**src/rtl/fifo_wr_arbiter.sv**
```systemverilog
// Round-robin arbiter sharing one synchronous_fifo write port among NUM_REQ requesters,
// with bursts of up to MAX_BURST writes per grant. Optional stats: define FIFO_ARB_STATS_EN.

`ifdef FIFO_ARB_STATS_EN
module fifo_wr_arbiter_satcnt (
    input  logic        clk,
    input  logic        rst,
    input  logic        inc_i,
    output logic [15:0] cnt_o
);
    logic [15:0] cnt_q, cnt_d;

    always_comb begin
        cnt_d = cnt_q;
        if (inc_i && cnt_q != 16'hFFFF) cnt_d = cnt_q + 16'd1;
    end

    always_ff @(posedge clk or posedge rst) begin
        if (rst) cnt_q <= '0;
        else     cnt_q <= cnt_d;
    end

    assign cnt_o = cnt_q;
endmodule
`endif

module fifo_wr_arbiter #(
    parameter int DATA_WIDTH = 8,
    parameter int NUM_REQ    = 4,
    parameter int MAX_BURST  = 4
) (
    input  logic                          clk,
    input  logic                          rst,
    input  logic [NUM_REQ-1:0]            req,
    input  logic [NUM_REQ*DATA_WIDTH-1:0] req_data,
    output logic [NUM_REQ-1:0]            gnt,
    output logic [NUM_REQ-1:0]            accept,
    input  logic                          full,
    output logic                          w_en,
    output logic [DATA_WIDTH-1:0]         data_in
`ifdef FIFO_ARB_STATS_EN
    ,
    output logic [NUM_REQ*16-1:0]         stat_acc,
    output logic [15:0]                   stat_stall
`endif
);
    localparam int            IW      = $clog2(NUM_REQ);
    localparam logic [7:0]    BLAST   = 8'(MAX_BURST - 1);
    localparam logic [IW-1:0] LASTIDX = IW'(NUM_REQ - 1);

    typedef enum logic {IDLE, OWN} state_e;

    state_e                 state_q, state_d;
    logic [IW-1:0]          own_q, own_d;
    logic [IW-1:0]          rr_q, rr_d;
    logic [7:0]             bcnt_q, bcnt_d;
    logic [NUM_REQ-1:0]     gnt_q, gnt_d;

    logic [IW-1:0]          own_inc, scan_start, win_idx;
    logic                   win_vld, own_acc, rel;
    logic [NUM_REQ-1:0][DATA_WIDTH-1:0] rd_lane;

    assign rd_lane = req_data;
    assign gnt     = gnt_q;
    assign accept  = gnt_q & req & {NUM_REQ{~full}};
    assign w_en    = |accept;
    assign data_in = (state_q == OWN) ? rd_lane[own_q] : '0;

    assign own_inc    = (own_q == LASTIDX) ? '0 : own_q + IW'(1);
    assign own_acc    = accept[own_q];
    assign rel        = (state_q == OWN) && (!req[own_q] || (own_acc && bcnt_q == BLAST));
    // While owning, the scan only matters on release, and then it starts after the owner.
    assign scan_start = (state_q == OWN) ? own_inc : rr_q;

    always_comb begin
        int            j;
        logic [IW-1:0] jj;
        win_vld = 1'b0;
        win_idx = '0;
        j       = 0;
        jj      = '0;
        for (int k = 0; k < NUM_REQ; k++) begin
            j = int'(scan_start) + k;
            if (j >= NUM_REQ) j = j - NUM_REQ;
            jj = IW'(j);
            if (!win_vld && req[jj]) begin
                win_vld = 1'b1;
                win_idx = jj;
            end
        end
    end

    always_comb begin
        logic rearb;
        state_d = state_q;
        own_d   = own_q;
        rr_d    = rr_q;
        bcnt_d  = bcnt_q;
        gnt_d   = gnt_q;
        rearb   = 1'b0;
        case (state_q)
            IDLE: rearb = 1'b1;
            OWN: begin
                if (rel) begin
                    rr_d  = own_inc;
                    rearb = 1'b1;
                end else if (own_acc) begin
                    bcnt_d = bcnt_q + 8'd1;
                end
            end
            default: state_d = IDLE;
        endcase
        if (rearb) begin
            bcnt_d = '0;
            if (win_vld) begin
                state_d = OWN;
                own_d   = win_idx;
                gnt_d   = NUM_REQ'(1) << win_idx;
            end else begin
                state_d = IDLE;
                gnt_d   = '0;
            end
        end
    end

    always_ff @(posedge clk or posedge rst) begin
        if (rst) begin
            state_q <= IDLE;
            own_q   <= '0;
            rr_q    <= '0;
            bcnt_q  <= '0;
            gnt_q   <= '0;
        end else begin
            state_q <= state_d;
            own_q   <= own_d;
            rr_q    <= rr_d;
            bcnt_q  <= bcnt_d;
            gnt_q   <= gnt_d;
        end
    end

`ifdef FIFO_ARB_STATS_EN
    logic stall;
    assign stall = (state_q == OWN) && req[own_q] && full;

    for (genvar i = 0; i < NUM_REQ; i++) begin : g_acc
        fifo_wr_arbiter_satcnt u_cnt (
            .clk   (clk),
            .rst   (rst),
            .inc_i (accept[i]),
            .cnt_o (stat_acc[i*16 +: 16])
        );
    end

    fifo_wr_arbiter_satcnt u_stall (
        .clk   (clk),
        .rst   (rst),
        .inc_i (stall),
        .cnt_o (stat_stall)
    );
`endif
endmodule

```
**config.mk**
```make
export PLATFORM = sky130hd
export DESIGN_NAME = fifo_wr_arbiter
export DESIGN_NICKNAME = d
export VERILOG_FILES = /design/src/rtl/fifo_wr_arbiter.sv
export SDC_FILE = /design/constraint.sdc
export NUM_CORES = 1
export LEC_CHECK = 0
export ABC_AREA = 1
export BUFFER_PORTS_ARGS = -buffer_cell sky130_fd_sc_hd__buf_4
export CORE_MARGIN = 2
export CORE_UTILIZATION = 55
export CTS_CLUSTER_DIAMETER = 150
export DETAILED_ROUTE_END_ITERATION = 10
export HOLD_SLACK_MARGIN = 0.12
export PLACE_DENSITY = 0.86
export SLEW_MARGIN = 5
export SYNTH_ARGS = -nofsm -noshare
export SYNTH_HDL_FRONTEND = slang
export SYNTH_SLANG_ARGS = --single-unit
export TNS_END_PERCENT = 30
```
**constraint.sdc**
```tcl
create_clock -name clk -period 3.4 [get_ports clk]
set_clock_uncertainty 0.15 [all_clocks]
set_input_delay 0.51 -clock clk [delete_from_list [all_inputs] [get_ports clk]]
set_output_delay 0.51 -clock clk [all_outputs]
set_load 0.02 [all_outputs]
```
==> qor.yml, run 1 <==
stdcell_count: 375
period_share: 0.723
path_buf_inv: 2
startpoint_type: "flop"
pre_cts_ws_ns: 0.998
leakage_nw: 1.15
worstMarginPinSlew_ns: 0.626
cp_slowest_cell: "dfrtp_1"
core-area_sq_um: 3030
timing.fmax_mhz: 407
num-fill-cells: 283
rr_startpoint: "own_q[0]"
cts_max_path_buffers: 2
critical_path_class: "reg -> out"
final.setup.worst_slack_ns: 0.942
netlist_instances: 281
cts_resized: 0
first_pass_iters: 4
drtAntennaViolNets: 0
dp.cells: 371
cap_viol_max_count: 0
holdCritPathClass: "in -> async"
peakVddDrop_mv: 0.449
maxSlewViolCount: 0
die_y_um: 60.0
die-width_um: 60.0
htreeDepth: 1
crit_path_cell_trace: "inv_1, nor2_1, o21ai_0, a21oi_1, buf_4"
setup_viol: 0
period_needed_ns: 2.46
ys_seq_elements: 17
syn-cell-area_sq_um: 1720
synth.yosys.seq_area_share: 0.247
reg2reg_to: "own_q[0]"
r2r_setup_slack_ns: 1.00
io_pins: 56
die-area_sq_um: 3600
grt_pass1_vias: 1757
avgSynthCellArea_sq_um: 6.14
routed_wl_mm: 4.53
grt_usage: 0.274
worst_ep_arrival_time_ns: 1.80
postCtsHoldBufs: 0
viasPerCell: 5.24
crit_fanout: 12
yosysUniqueCellTypes: 28
num_vias: 1966
syn_to_final_growth_pct: 24.8
seqCellArea_sq_um: 425
power_density_nw_per_um2: 893
gp_congestion: 0.915
place_hpwl_mm: 3.48
cts.sinks: 17
grt-ovfl-total: 0
fin_setup_tns_ns: 0
layout_common_cells: "76 x nand2_1, 56 x buf_4, 45 x nor2_1"
hold_viol: 0
first_iter_violations: 127
placementRows: 20
worst_r2r_path_depth: 12
grt_max_degree: 24
cts_setup_buffers: 0
crit_start: "own_q[1]"
drc: 0
final_cell_area_sq_um: 2150
path_clk_slew_ns: 0.11
end_kind: "output pin"
antenna_found_initial: 0
grt_pass1_wl_mm: 7.56
insertion_delay_ns: 0.31
rsz0062_at_grt: "false"
synthesis.nets: 322
worstSetupPathDepth: 5
dpl_cell_area_sq_um: 2120
drive_gt1_frac: 0.275
cp.required_ns: 2.74
relSlewSlack: 0.582
cts_tree: "built"
initial_core_util: 0.569
final_common_cell: "nand2_1"
yosysWarnings: 0
io_buffers: 55
antenna_cells: 0
max_stage_delay_ns: 0.62
path_delay_family: "flip-flops"
final_nets: 373
cts-buffers-inserted: 3
outcome: "finished clean"
cp-endpoint: "data_in[3]"
cts-root-buf: "clkbuf_4"
wl_per_cell_um: 12.1
multi_input_area_sq_um: 1120
p_total_mw: 1.92
[flip-flops by register name, summed over array words and instances (netlist names)]
register  count
bcnt_q        8
own_q         2
gnt           4
state_q       1
rr_q          2
[cell families (layout without fill, tap and decap cells)]
family / after synthesis / after routing / share of synthesized area
buf+inv: 38 / 88 / 0.104
fa+ha+maj: 2 / 2 / 0.0145
simple gates: 182 / 182 / 0.502
compound gates: 42 / 42 / 0.132
flops: 17 / 17 / 0.247
[area by class of cell]
class                           instances  area share
Sequential cell                        17       0.198
Inverter                               28      0.0488
Timing Repair Buffer                   56       0.195
Clock buffer                            3      0.0105
Multi-Input combinational cell        226       0.520
Clock inverter                          1     0.00233
Tap cell                               44      0.0256
[metal layers]
metal | up-vias | wire [um] | share of wire | track usage
li1 | 1002 | - | - | -
met1 | 906 | 2000 | 0.44 | 0.347
met2 | 47 | 2300 | 0.51 | 0.474
met3 | 11 | 179 | 0.040 | 0.0519
met4 | 0 | 48 | 0.011 | 0.0762
met5 | - | 0 | 0 | 0
[metrics by stage]
step	hold slack, ns	utilization
after detailed placement	0.319	0.702
after CTS	0.155	0.711
after floorplan	0.283	-
after global routing	0.192	0.711
final	0.121	0.711
after global placement	0.297	0.702
[synthesized netlist by cell type, drive strengths merged]
library cell / instances / area (sq um)
nor3b: 2 / 25.0
or2: 2 / 12.5
nor2: 50 / 224
nand4: 5 / 31.3
ha: 2 / 25.0
buf: 8 / 67.6
o31ai: 1 / 7.51
clkbuf: 2 / 7.51
o21ai: 26 / 145
inv: 28 / 105
nor4: 1 / 6.26
dfrtp: 17 / 425
nand2: 91 / 404
a21oi: 15 / 75.1
or4: 1 / 7.51
nand3: 30 / 155
[where the power goes]
part	total [mW]	switching [mW]	internal (mW)
clock	0.114	0.0699	0.0440
combinational	1.50	0.981	0.516
sequential	0.310	0.0560	0.254
[worst min path at each step]
| stage | slack [ns] | end | startpoint | cells after the start |
|---|---|---|---|---|
| final | 0.12 | state_q | rst | 2 |
| after global routing | 0.19 | state_q | rst | 2 |
| after CTS | 0.15 | rr_q[1] | rst | 2 |
| after detailed placement | 0.32 | bcnt_q[6] | bcnt_q[6] | 1 |
| after global placement | 0.30 | bcnt_q[6] | bcnt_q[6] | 1 |
| after floorplan | 0.28 | bcnt_q[6] | bcnt_q[6] | 1 |
Power figures use the tool's default switching activity.
==> inputs of run 2 (changes only) <==
--- a/config.mk
+++ b/config.mk
@@ -8,11 +8,11 @@
 export ABC_AREA = 1
 export BUFFER_PORTS_ARGS = -buffer_cell sky130_fd_sc_hd__buf_4
 export CORE_MARGIN = 2
-export CORE_UTILIZATION = 55
+export CORE_UTILIZATION = 51
 export CTS_CLUSTER_DIAMETER = 150
 export DETAILED_ROUTE_END_ITERATION = 10
 export HOLD_SLACK_MARGIN = 0.12
-export PLACE_DENSITY = 0.86
+export PLACE_DENSITY = 0.8
 export SLEW_MARGIN = 5
 export SYNTH_ARGS = -nofsm -noshare
 export SYNTH_HDL_FRONTEND = slang
==> constraint.sdc (replaced) <==
create_clock -name clk -period 2.5 [get_ports clk]
set_clock_uncertainty 0.15 [all_clocks]
set_input_delay 0.375 -clock clk [delete_from_list [all_inputs] [get_ports clk]]
set_output_delay 0.375 -clock clk [all_outputs]
set_load 0.02 [all_outputs]
==> run 2 against run 1 <==
  * Hold slack gained 0.20 ns
  * Count of clock-buffer cells in the layout is the same
  * Combinational power is 39% higher
  * Clock power is 39% higher
  * Die area increased by 7.3%
  * Design area rose by 2.4%
  * Largest power group unchanged
==> qor.yml, run 2 (synthesized netlist as in run 1, its figures left out) <==
startpoint_type: "flop"  # unchanged
cts-buffers-inserted: 3  # unchanged
drive_gt1_frac: 0.285  # was 0.275
syn_to_final_growth_pct: 27.9  # was 24.8%
viasPerCell: 5.07  # was 5.24
worst_ep_arrival_time_ns: 2.29  # was 1.80 ns
rr_startpoint: "own_q[1]"  # was own_q[0]
crit_path_cell_trace: "ha_1, nand2_1, nand2_1, nand2_1, nand2_4, nand2_1, nand2_2, nand3_2, nor2_4, nor2_8, nand2_2, o21ai_1"  # was inv_1, nor2_1, o21ai_0, a21oi_1, buf_4
io_buffers: 55  # unchanged
placementRows: 21  # was 20
path_clk_slew_ns: 0.11  # about the same
largest-register: "bcnt_q"  # unchanged
drc: 0  # unchanged
grt_max_degree: 18  # was 24
gp_congestion: 0.905  # was 0.915
worstHoldEndpoint: "bcnt_q[6]"
met1_usage: 0.331  # was 0.347
io_pins: 56  # unchanged
largest_register_ffs: 8  # unchanged
final_common_cell: "nand2_1"  # unchanged
holdCritPathClass: "reg -> reg"  # was in -> async
die-area_sq_um: 3860  # was 3600 sq um
fin_util: 0.671  # was 0.711
period_share: 0.896
dp.cells: 378  # was 371
cts_tree: "built"  # unchanged
worst_r2r_path_depth: 12  # unchanged
cts-root-buf: "clkbuf_4"  # unchanged
core-area_sq_um: 3280  # was 3030 sq um
p_int_mw: 1.15  # was 0.814 mW
first_pass_iters: 4  # unchanged
dpl_cell_area_sq_um: 2160  # was 2120 sq um
routed_wl_mm: 4.59  # was 4.53 mm
max_stage_delay_ns: 0.51  # was 0.62 ns
comb_power_share: 0.782  # was 0.779
antenna_found_initial: 0  # unchanged
peakVddDrop_mv: 0.608  # was 0.449 mV
leakage_nw: 1.18  # was 1.15 nW
cp.required_ns: 2.55  # was 2.74 ns
maxSlewViolCount: 0  # unchanged
use_met3: 0.0362  # was 0.0519
fin_setup_tns_ns: 0  # unchanged
rsz0062_at_grt: "false"  # unchanged
grt-ovfl-total: 0  # unchanged
whs_path_depth: 1
grt_pass1_wl_mm: 8.14  # was 7.56 mm
layout_common_cells: "76 x nand2_1, 61 x buf_4, 45 x nor2_1"  # was 76 x nand2_1, 56 x buf_4, 45 x nor2_1
setup_viol: 0  # unchanged
hold_viol: 0  # unchanged
end_kind: "flop"  # was output pin
num-fill-cells: 302  # was 283
grt_usage: 0.249  # was 0.274
seqPwrFrac: 0.158  # was 0.161
min_from: "bcnt_q[6]"
worstMarginPinSlew_ns: 0.659  # was 0.626 ns
initial_core_util: 0.525  # was 0.569
critical_path_class: "reg -> reg"  # was reg -> out
num_vias: 1943  # was 1,966
stdcell_count: 383  # was 375
antenna_cells: 0  # unchanged
cts_setup_buffers: 0  # unchanged
p_switching_mw: 1.51  # was 1.11 mW
power_density_nw_per_um2: 1200  # was 893 nW/um^2
cp_common_cell: "nand2_1"
timing.fmax_mhz: 447
cap_viol_max_count: 0  # unchanged
grt_pass1_vias: 1835  # was 1,757
first_iter_violations: 161  # was 127
htreeDepth: 1  # unchanged
cts.sinks: 17  # unchanged
outcome: "finished clean"  # unchanged
drtAntennaViolNets: 0  # unchanged
final_cell_area_sq_um: 2200  # was 2150 sq um
path_delay_family: "simple AND/OR/NAND/NOR gates"  # was flip-flops
wl_per_cell_um: 12.0  # was 12.1 um
clockPowerShare: 0.060  # was 0.059
relSlewSlack: 0.560  # was 0.582
cts_resized: 0  # unchanged
cp_slowest_cell: "dfrtp_1"  # unchanged
insertion_delay_ns: 0.30  # was 0.31 ns
reg2reg_to: "own_q[1]"  # was own_q[0]
final_nets: 379  # was 373
p_total_mw: 2.66  # was 1.92 mW
busiest_layer: "met2"  # unchanged
place_hpwl_mm: 3.63  # was 3.48 mm
cts_max_path_buffers: 2  # unchanged
path_buf_inv: 0  # was 2
r2r_setup_slack_ns: 0.26  # was 1.00 ns
die_y_um: 62.1  # was 60.0 um
die-width_um: 62.1  # was 60.0 um
use_met2: 0.432  # was 0.474
swShare: 0.568  # was 0.576
period_needed_ns: 2.24
crit_fanout: 11  # was 12
[run 2: cell count changes in the layout (fill, tap and decap cells not counted), sizes merged]
cell / previous run / this run
clkinvlp: 0 / 1
clkinv: 1 / 0
dlygate4sd3: 0 / 1
buf: 56 / 61
[run 2: layer usage]
| layer | up-vias | wire (um) | share of wire |
|---|---|---|---|
| met5 | - | 0 | 0 |
| met4 | 0 | 31 | 0.0067 |
| met3 | 6 | 183 | 0.040 |
| met2 | 38 | 2350 | 0.51 |
| met1 | 883 | 2030 | 0.44 |
| li1 | 1016 | - | - |
[run 2: how the worst max path moves through the flow]
stage / to / start / cells after the start
3_5_place_dp: own_q[1] / own_q[1] / 12
2_1_floorplan: bcnt_q[5] / gnt[0] / 10
5_1_grt: gnt[3] / own_q[1] / 13
3_3_place_gp: own_q[1] / own_q[1] / 12
6_report: own_q[1] / own_q[1] / 12
4_1_cts: own_q[1] / own_q[1] / 12
[run 2: power groups by stage]
stage	Sequential, mW	Clock (mW)	Combinational [mW]
2_1_floorplan	0.421	0	1.59
3_3_place_gp	0.425	0	2.04
3_5_place_dp	0.426	0	2.06
4_1_cts	0.421	0.163	2.07
5_1_grt	0.434	0.167	2.34
6_report	0.421	0.159	2.08
[run 2: stage by stage]
stage	hold slack (ns)	setup WS (ns)
2_1_floorplan	0.151	0.480
3_3_place_gp	0.302	0.346
3_5_place_dp	0.317	0.283
4_1_cts	0.331	0.260
5_1_grt	0.359	0.0288
6_report	0.324	0.261
[run 2: repair_timing]
item / in CTS / in global routing
endpoints found under the hold margin: 17 / 0
hold buffers: 1 / 0
endpoints found under the setup margin: 0 / 0
[run 2: area by class of cell]
| type | instances | area, sq um | area share |
|---|---|---|---|
| clock buffers | 3 | 22.5 | 0.0102 |
| flip-flops and latches | 17 | 425 | 0.193 |
| multi-input cells | 226 | 1120 | 0.507 |
| clock inverters | 1 | 7.51 | 0.00341 |
| repair buffers | 62 | 468 | 0.212 |
| well taps | 46 | 57.6 | 0.0261 |
| inverters | 28 | 105 | 0.0477 |
==> inputs of run 3 (changes only) <==
--- a/config.mk
+++ b/config.mk
@@ -7,14 +7,17 @@
 export LEC_CHECK = 0
 export ABC_AREA = 1
 export BUFFER_PORTS_ARGS = -buffer_cell sky130_fd_sc_hd__buf_4
+export CAP_MARGIN = 20
 export CORE_MARGIN = 2
 export CORE_UTILIZATION = 51
 export CTS_CLUSTER_DIAMETER = 150
 export DETAILED_ROUTE_END_ITERATION = 10
+export GPL_TIMING_DRIVEN = 0
 export HOLD_SLACK_MARGIN = 0.12
 export PLACE_DENSITY = 0.8
 export SLEW_MARGIN = 5
 export SYNTH_ARGS = -nofsm -noshare
 export SYNTH_HDL_FRONTEND = slang
+export SYNTH_HIERARCHICAL = 1
 export SYNTH_SLANG_ARGS = --single-unit
 export TNS_END_PERCENT = 30
==> run 3 against run 2 <==
  * Wire length hardly changed
  * Setup slack worse by 0.011 ns
  * Maximum frequency is 0.49% lower
  * Sequential share of layout area is 0.16 points lower
  * Non-clock buffer count is 2 higher
  * Sequential power is 4% lower
  * Count of clock-buffer cells in the layout is 1 higher
  * Cell count is 0.52% higher
  * Clock power is 9% lower
  * First-iteration DRC count is 33% lower
==> qor.yml, run 3 <==
timing.fmax_mhz: 444  # was 447 MHz
dpl_cell_area_sq_um: 2190  # was 2160 sq um
grt_pass1_vias: 1907  # was 1,835
cp.required_ns: 1.98  # was 2.55 ns
final_nets: 381  # was 379
period_share: 0.900  # was 0.896
syn-cell-area_sq_um: 1720  # unchanged
startpoint_type: "flop"  # unchanged
period_needed_ns: 2.25  # was 2.24 ns
grt_pass1_wl_mm: 8.25  # was 8.14 mm
antenna_found_initial: 0  # unchanged
maxSlewViolCount: 0  # unchanged
synth-edff-count: 0  # unchanged
path_clk_slew_ns: 0.10  # was 0.11 ns
die-area_sq_um: 3860  # unchanged
ys_seq_elements: 17  # unchanged
seqCellArea_sq_um: 425  # unchanged
viasPerCell: 5.08  # was 5.07
outcome: "finished clean"  # unchanged
max_stage_delay_ns: 0.45  # was 0.51 ns
leakage_nw: 1.19  # was 1.18 nW
cts_resized: 0  # unchanged
path_delay_family: "buffers and inverters"  # was simple AND/OR/NAND/NOR gates
end_kind: "output pin"  # was flop
yosysTopAreaCell: "dfrtp_1"  # unchanged
num_vias: 1956  # was 1,943
final_cell_area_sq_um: 2220  # was 2200 sq um
synth.yosys.seq_area_share: 0.247  # unchanged
use_met3: 0.0362  # unchanged
synth_top_cells_by_area: "dfrtp_1 25%, nand2_1 17%, nor2_1 9.8%"  # unchanged
die-width_um: 62.1  # unchanged
min_from: "bcnt_q[6]"  # unchanged
met1_usage: 0.324  # was 0.331
final_common_cell: "nand2_1"  # unchanged
power_density_nw_per_um2: 1210  # was 1200 nW/um^2
cts_tree: "built"  # unchanged
worst_ep_arrival_time_ns: 1.73  # was 2.29 ns
io_pins: 56  # unchanged
yosysUniqueCellTypes: 28  # unchanged
yosysMostFrequentCell: "nand2_1"  # unchanged
holdCritPathClass: "reg -> reg"  # unchanged
antenna_cells: 0  # unchanged
syn_to_final_growth_pct: 29.0  # was 27.9%
cp_slowest_cell: "dfrtp_1"  # unchanged
relSlewSlack: 0.559  # was 0.560
whs_path_depth: 1  # unchanged
gp_congestion: 0.940  # was 0.905
fin_setup_tns_ns: 0  # unchanged
core-area_sq_um: 3280  # unchanged
grt_usage: 0.254  # was 0.249
r2r_setup_slack_ns: 0.29  # was 0.26 ns
insertion_delay_ns: 0.29  # was 0.30 ns
grt_max_degree: 18  # unchanged
largest-register: "bcnt_q"  # unchanged
setup_viol: 0  # unchanged
yosysTopAreaCellShare: 0.247  # unchanged
synthesis.nets: 322  # unchanged
drive_gt1_frac: 0.286  # was 0.285
routed_wl_mm: 4.59  # about the same
use_met2: 0.443  # was 0.432
rsz0062_at_grt: "false"  # unchanged
worst_r2r_path_depth: 12  # unchanged
drc: 0  # unchanged
htreeDepth: 1  # unchanged
place_hpwl_mm: 3.74  # was 3.63 mm
wl_per_cell_um: 11.9  # was 12.0 um
reg2reg_to: "own_q[1]"  # unchanged
path_buf_inv: 3  # was 0
synthFlopType: "dfrtp_1"  # unchanged
layout_common_cells: "76 x nand2_1, 56 x buf_4, 45 x nor2_1"  # was 76 x nand2_1, 61 x buf_4, 45 x nor2_1
initial_core_util: 0.525  # unchanged
critical_path_class: "reg -> out"  # was reg -> reg
netlist_instances: 281  # unchanged
multi_input_area_sq_um: 1120  # unchanged
ys_async_sr_fraction: 1.00  # unchanged
largest_register_ffs: 8  # unchanged
first_iter_violations: 108  # was 161
hold_viol: 0  # unchanged
avgSynthCellArea_sq_um: 6.14  # unchanged
cts-root-buf: "clkbuf_4"  # unchanged
cts_max_path_buffers: 2  # unchanged
cap_viol_max_count: 0  # unchanged
first_pass_iters: 4  # unchanged
crit_fanout: 19  # was 11
io_buffers: 55  # unchanged
rr_startpoint: "own_q[0]"  # was own_q[1]
crit_path_cell_trace: "inv_1, buf_2, o21ai_0, a21oi_1, buf_4"  # was ha_1, nand2_1, nand2_1, nand2_1, nand2_4, nand2_1, nand2_2, nand3_2, nor2_4, nor2_8, nand2_2, o21ai_1
worstHoldEndpoint: "bcnt_q[6]"  # unchanged
yosysWarnings: 6  # was 0
num-fill-cells: 312  # was 302
peakVddDrop_mv: 0.485  # was 0.608 mV
cts.sinks: 17  # unchanged
grt-ovfl-total: 0  # unchanged
placementRows: 21  # unchanged
yosys-top-cells-count: "76 x nand2_1, 45 x nor2_1, 29 x nand3_1"  # unchanged
cts_setup_buffers: 0  # unchanged
busiest_layer: "met2"  # unchanged
drtAntennaViolNets: 0  # unchanged
worstMarginPinSlew_ns: 0.660  # was 0.659 ns
die_y_um: 62.1  # unchanged
cts-buffers-inserted: 3  # unchanged
==> run 3: cell counts after synthesis <==
No cell type changed its count.
==> run 3: where the power goes <==
group          total (mW)  leakage, nW  internal, mW  switching, mW
Combinational        2.15        0.951         0.771           1.37
Sequential          0.404        0.222         0.346         0.0582
Clock               0.145       0.0150        0.0619         0.0830
Total                2.69         1.19          1.18           1.52
==> run 3: layer usage <==
metal | routed length [um] | part of all wire
met1 | 2010 | 0.44
met3 | 205 | 0.045
met5 | 0 | 0
met4 | 53 | 0.012
met2 | 2330 | 0.51
==> run 3: final cells by class <==
| class | instances | share of cell area |
|---|---|---|
| buffer | 8 | 0.0304 |
| tap | 46 | 0.0259 |
| clock buffer | 4 | 0.0118 |
| inverter | 28 | 0.0473 |
| timing repair buffer | 56 | 0.190 |
| multi-input combinational | 226 | 0.503 |
| sequential | 17 | 0.191 |
==> run 3: stage by stage <==
| step | worst slack [ns] | total power [mW] | util | cells | hold WS, ns |
|---|---|---|---|---|---|
| after CTS | 0.0145 | 2.71 | 0.679 | 387 | 0.327 |
| after global placement | 0.324 | 2.53 | 0.668 | 382 | 0.299 |
| after global routing | 0.0698 | 3.02 | 0.677 | 385 | 0.363 |
| after floorplan | 0.480 | 2.01 | - | 281 | 0.151 |
| after detailed placement | 0.305 | 2.56 | 0.668 | 382 | 0.316 |
| final | 0.250 | 2.69 | 0.677 | 385 | 0.330 |
==> run 3: worst max path at each step <==
stage,start,to,cells past startpoint
floorplan,gnt[0],bcnt_q[5],10
global placement,own_q[0],own_q[0],12
detailed placement,own_q[0],own_q[1],12
CTS,own_q[0],data_in[2],6
global route,own_q[0],gnt[3],13
finish,own_q[0],data_in[5],5
==> run 3: what timing repair did <==
action | in CTS | in global routing
hold endpoints to repair | 17 | 0
endpoints found under the setup margin | 0 | 8
hold buffers | 1 | 0
==> run 3: cells by family (layout without fill, tap and decap cells) <==
family                     after synthesis  count (layout)  share of synthesized area
and+or+nand+nor                        182             182                      0.502
DFF                                     17              17                      0.247
buffers and inverters                   38              96                      0.104
AOI/OAI and AO/OA                       42              42                      0.132
adders and majority gates                2               2                     0.0145
==> run 3: worst register-to-register path, cell delays in order, from the launching register on <==
cell     delay (ns)
dfrtp_1        0.45
ha_1           0.33
nand2_1        0.05
nand2_1        0.16
nand2_1        0.12
nand2_4        0.12
nand2_1        0.09
nand2_2        0.11
nand3_2        0.11
nor2_4         0.18
nor2_8         0.07
nand2_2        0.07
o21ai_1        0.07
